`config.mk`:
```
export PLATFORM = sky130hd
export DESIGN_NAME = npu_vec_deserializer
export DESIGN_NICKNAME = d
export VERILOG_FILES = /design/src/rtl/npu_vec_deserializer.sv
export SDC_FILE = /design/constraint.sdc
export NUM_CORES = 1
export LEC_CHECK = 0
export ABC_AREA = 0
export BUFFER_PORTS_ARGS = -buffer_cell sky130_fd_sc_hd__buf_2
export CAP_MARGIN = 20
export CORE_MARGIN = 2
export CORE_UTILIZATION = 26
export CTS_CLUSTER_DIAMETER = 120
export DETAILED_ROUTE_END_ITERATION = 7
export GPL_ROUTABILITY_DRIVEN = 0
export PLACE_DENSITY_LB_ADDON = 0.25
export SLEW_MARGIN = 20
export SYNTH_ARGS = -nofsm -noshare
export SYNTH_HDL_FRONTEND = slang
export SYNTH_SLANG_ARGS = --single-unit
```
`constraint.sdc`:
```
create_clock -name clk -period 1.6 [get_ports clk]
set_clock_uncertainty 0.2 [all_clocks]
set_input_delay 0.24 -clock clk [delete_from_list [all_inputs] [get_ports clk]]
set_output_delay 0.24 -clock clk [all_outputs]
set_load 0.02 [all_outputs]
```
`src/rtl/npu_vec_deserializer.sv`:
```
`default_nettype none
// ============================================================================
//  Module      : npu_vec_deserializer
//  Description : Packs a serial stream of signed DATA_WIDTH elements into an
//                N-element vector for the first NPU layer input. It uses a
//                valid/ready handshake on both the input and output sides.
//                It double-buffers: elements 0..N-2 of the next vector are
//                accepted while the previous vector is still held.
//  Ports       : clk, rst       - clock, synchronous active-high reset
//                s_valid/s_ready/s_data/s_last - element stream in
//                m_valid/m_ready/m_vec          - packed vector out
//                err_len        - one-cycle framing error pulse
//  Revision    : 1.0 - initial release
// ============================================================================

`ifndef DATA_WIDTH
`define DATA_WIDTH 8
`endif

module npu_vec_deserializer #(
    parameter int N          = 4,
    parameter int DATA_WIDTH = `DATA_WIDTH
) (
    input  logic                      clk,
    input  logic                      rst,
    input  logic                      s_valid,
    output logic                      s_ready,
    input  logic [DATA_WIDTH-1:0]     s_data,
    input  logic                      s_last,
    output logic                      m_valid,
    input  logic                      m_ready,
    output logic [N*DATA_WIDTH-1:0]   m_vec,
    output logic                      err_len
);

    localparam int             c_CW   = (N > 2) ? $clog2(N) : 1;
    localparam logic [c_CW-1:0] c_LAST = c_CW'(N - 1);

    logic [c_CW-1:0]                r_cnt;
    // Slots 0..N-2 only; the final element goes straight into the output.
    logic [(N-1)*DATA_WIDTH-1:0]    r_asm;
    logic [N*DATA_WIDTH-1:0]        r_vec;
    logic                           r_out_full;
    logic                           r_err;

    logic w_last_slot;
    logic w_in_xfer;
    logic w_out_xfer;

    assign w_last_slot = (r_cnt == c_LAST);

    // Only the final element needs somewhere to go; it may proceed when the
    // output register is empty or is being drained this very cycle.
    assign s_ready    = !rst && !(w_last_slot && r_out_full && !m_ready);
    assign w_in_xfer  = s_valid && s_ready;
    assign w_out_xfer = r_out_full && m_ready;

    always_ff @(posedge clk) begin
        if (rst) begin
            r_cnt      <= '0;
            r_asm      <= '0;
            r_vec      <= '0;
            r_out_full <= 1'b0;
            r_err      <= 1'b0;
        end else begin
            r_err <= 1'b0;

            // A load below overrides this clear, keeping m_valid gap-free.
            if (w_out_xfer) begin
                r_out_full <= 1'b0;
            end

            if (w_in_xfer) begin
                if (w_last_slot) begin
                    r_vec      <= {s_data, r_asm};
                    r_out_full <= 1'b1;
                    r_cnt      <= '0;
                    r_err      <= !s_last;
                end else if (s_last) begin
                    // Early last: drop the partial vector.
                    r_cnt <= '0;
                    r_err <= 1'b1;
                end else begin
                    r_cnt <= r_cnt + c_CW'(1);
                    for (int k = 0; k < N - 1; k++) begin
                        if (r_cnt == c_CW'(k)) begin
                            r_asm[k*DATA_WIDTH +: DATA_WIDTH] <= s_data;
                        end
                    end
                end
            end
        end
    end

    assign m_valid = r_out_full;
    assign m_vec   = r_vec;
    assign err_len = r_err;

endmodule

`default_nettype wire

```
==> metrics.cfg <==
[outcome]
status = finished, violations left
violations = negative setup slack

[timing]
worstMarginPinSlew_ps = 298
finalCriticalPeriod_ps = 1620
finalSetupViolations = 1
report.final.slew_viol_count = 0
finalHoldViolCount = 0
slew_headroom_pct = 80.1
fin_crit_sh_pct = 101
maxClockFrequency_mhz = 617
whs_ps = 34.7
setup_ws_ps = -22.0
rsz0062_at_grt = true

[critical_path]
worstPathArrival_ps = 1180
startpoint_type = flop
cp-end-kind = output pin
worstPathRequired_ps = 1160
reg2reg_depth = 6
worstSetupPathType = flop to output pin
reg2reg_slack_ps = 80
r2r_end = r_asm[23]$_SDFFE_PP0P_
worstPathMaxFanout = 3
rr_startpoint = r_cnt[1]$_SDFFE_PP0N_

[hold_path]
hold-path-cell-count = 3
min_to = m_vec[26]$_SDFFE_PP0P_
min_from = s_data[2]
hp-class = input pin to flop

[power_and_ir_drop]
p_leak_nw = 1.68
power_mw = 2.80
ir_drop_v = 0.000349
power_density_mw_per_mm2 = 904

[synth]
synth_cells = 215
postSynthNetCount = 233
ys_types = 19
yosysSeqAreaShare_pct = 49.7
netlist_area_sq_mm = 0.00242
yosys_warnings = 0
syn_area_per_cell_sq_um = 11.2
ys_ff_latch = 60

[place]
hpwl_mm = 3.52
port_buffers = 47

[cells_and_area]
drive_above_1_share_pct = 29.5
syn2layout_area_growth_pct = 28.1
diodes = 0
fin_nets = 292

[die]
die_h_um = 100
die_w_um = 100
start_util_pct = 26.5
dieArea_sq_mm = 0.0101
fp.coreArea_sq_mm = 0.00911
rows = 35
ios = 48

[clock_network]
clk_pin_slew_worst_paths_ps = 70
ctsHtreeMaxLevel = 3
ctsRootBufferMaster = clkbuf_8
cts_sinks = 60
cts_buffers = 9
clock_tree.buffer_depth = 2
holdBufCountCts = 0
clk-insertion-delay-late_ps = 330
cts_tree = done

[route]
dr.pass1.iters = 4
vias = 1625
wl_mm = 5.14
via_per_inst = 4.18
drc = 0
wl_per_cell_um = 13.2
ant_nets = 0
drt_iter0_markers = 41

[grt]
grt_pass1_wl_mm = 8.63
grt_max_degree = 61
antenna_found_initial = 0
grt_use_total_pct = 11.4
overflow = 0
grt_pass1_vias = 1730

[job]
maxCapViolations = 0

## Yosys cell counts, drive strengths merged
master,n,area share [%]
a21oi,2,0.41
and3,1,0.26
nand4,4,1.8
clkbuf,6,0.93
inv,12,1.9
nand3b,1,0.47
buf,4,1.7
mux2i,56,23
ha,5,2.6
nand3,1,0.72
nor2,1,0.16
nand2b,57,15
o31ai,1,0.31
a22o,1,0.36
and2,1,0.26
nor2b,2,0.52
dfxtp,60,50
## routing by layer
metal	part of all wire [%]	routed length (um)	vias to the layer above	global-route usage (%)
li1	-	-	829	-
met1	49	2500	756	15.0
met2	45	2290	34	16.9
met3	5.0	258	6	3.34
met4	1.7	87	0	5.69
met5	0	0	-	0
## layout by cell type, fill, tap and decap left out
cell type	n
a21oi_1	2
mux2i_1	56
nor2b_1	1
nand4_1	1
nor2b_4	1
ha_4	2
inv_1	12
clkinv_2	3
nand4_2	3
dfxtp_1	58
clkinvlp_4	2
nand3b_4	1
dfxtp_4	1
buf_2	46
and2_1	1
dfxtp_2	1
nand3_4	1
buf_12	6
nand2b_1	57
buf_4	5
and3_1	1
o31ai_1	1
nor2_1	1
a22o_1	1
ha_1	3
clkbuf_1	1
clkbuf_8	9
buf_6	1
## worst max-delay path, stage by stage (launching register included)
cell and delay (ps):
dfxtp_4 360, ha_4 160, nand3b_4 80, nor2b_4 130, buf_6 130
## kinds of logic after synthesis
| logic type | share of synthesized area (%) |
|---|---|
| flip-flops | 49.7 |
| AO/OA/AOI/OAI | 1.09 |
| buffers and inverters | 4.50 |
| AND/OR/NAND/NOR | 18.9 |
| multiplexers | 23.2 |
| adder cells (fa/ha/maj) | 2.59 |
## what timing repair did
item | 4_1_cts | 5_1_grt
hold endpoints to repair | 0 | 0
endpoints found under the setup margin | 15 | 25
resized for setup | 5 | 6
buffers inserted | 1 | 0
pin swaps | 0 | 1
## cell type report
| cell class | count | area (sq um) |
|---|---|---|
| Multi-Input combinational cell | 133 | 1150 |
| Inverter | 12 | 45.0 |
| Tap cell | 111 | 139 |
| Clock buffer | 10 | 128 |
| Fill cell | 937 | 6010 |
| Sequential cell | 60 | 1210 |
| Timing Repair Buffer | 58 | 399 |
| Clock inverter | 5 | 30.0 |
## through the flow
| stage | setup TNS [ps] | util, % | std cells | instance area [sq um] | worst slack (ps) |
|---|---|---|---|---|---|
| finish | -22.0 | 34.0 | 389 | 3100 | -22.0 |
| global route | -77.1 | 34.0 | 389 | 3100 | -74.0 |
| CTS | -48.2 | 33.7 | 389 | 3070 | -48.2 |
| detailed placement | -7.17 | 31.6 | 373 | 2880 | -6.58 |
| global placement | 0 | 31.6 | 373 | 2880 | 21.9 |
| floorplan | -1260 | - | 215 | 2420 | -58.6 |
## flip-flops by register name (all words and copies together), names as in the netlist
register  cells
err_len       1
m_valid       1
r_asm        24
m_vec        32
r_cnt         2
## worst max-delay path by stage
stage                          startpoint                endpoint  slack [ps]  cells past startpoint
global route        r_cnt[1]$_SDFFE_PP0N_                 s_ready         -70                      4
CTS                 r_cnt[1]$_SDFFE_PP0N_                 s_ready         -50                      4
finish              r_cnt[1]$_SDFFE_PP0N_                 s_ready         -20                      4
global placement    r_cnt[0]$_SDFFE_PP0N_  r_asm[22]$_SDFFE_PP0P_          20                      6
detailed placement  r_cnt[0]$_SDFFE_PP0N_  r_asm[23]$_SDFFE_PP0P_          -7                      6
floorplan           r_cnt[0]$_SDFFE_PP0N_  r_asm[10]$_SDFFE_PP0P_         -60                      5
## where the power goes
part           total, mW  switching (mW)  internal (mW)
sequential          1.52         0.00655           1.51
combinational      0.162          0.0825         0.0795
clock               1.12           0.575          0.544
Note: power is estimated with default switching activity, not from simulation.
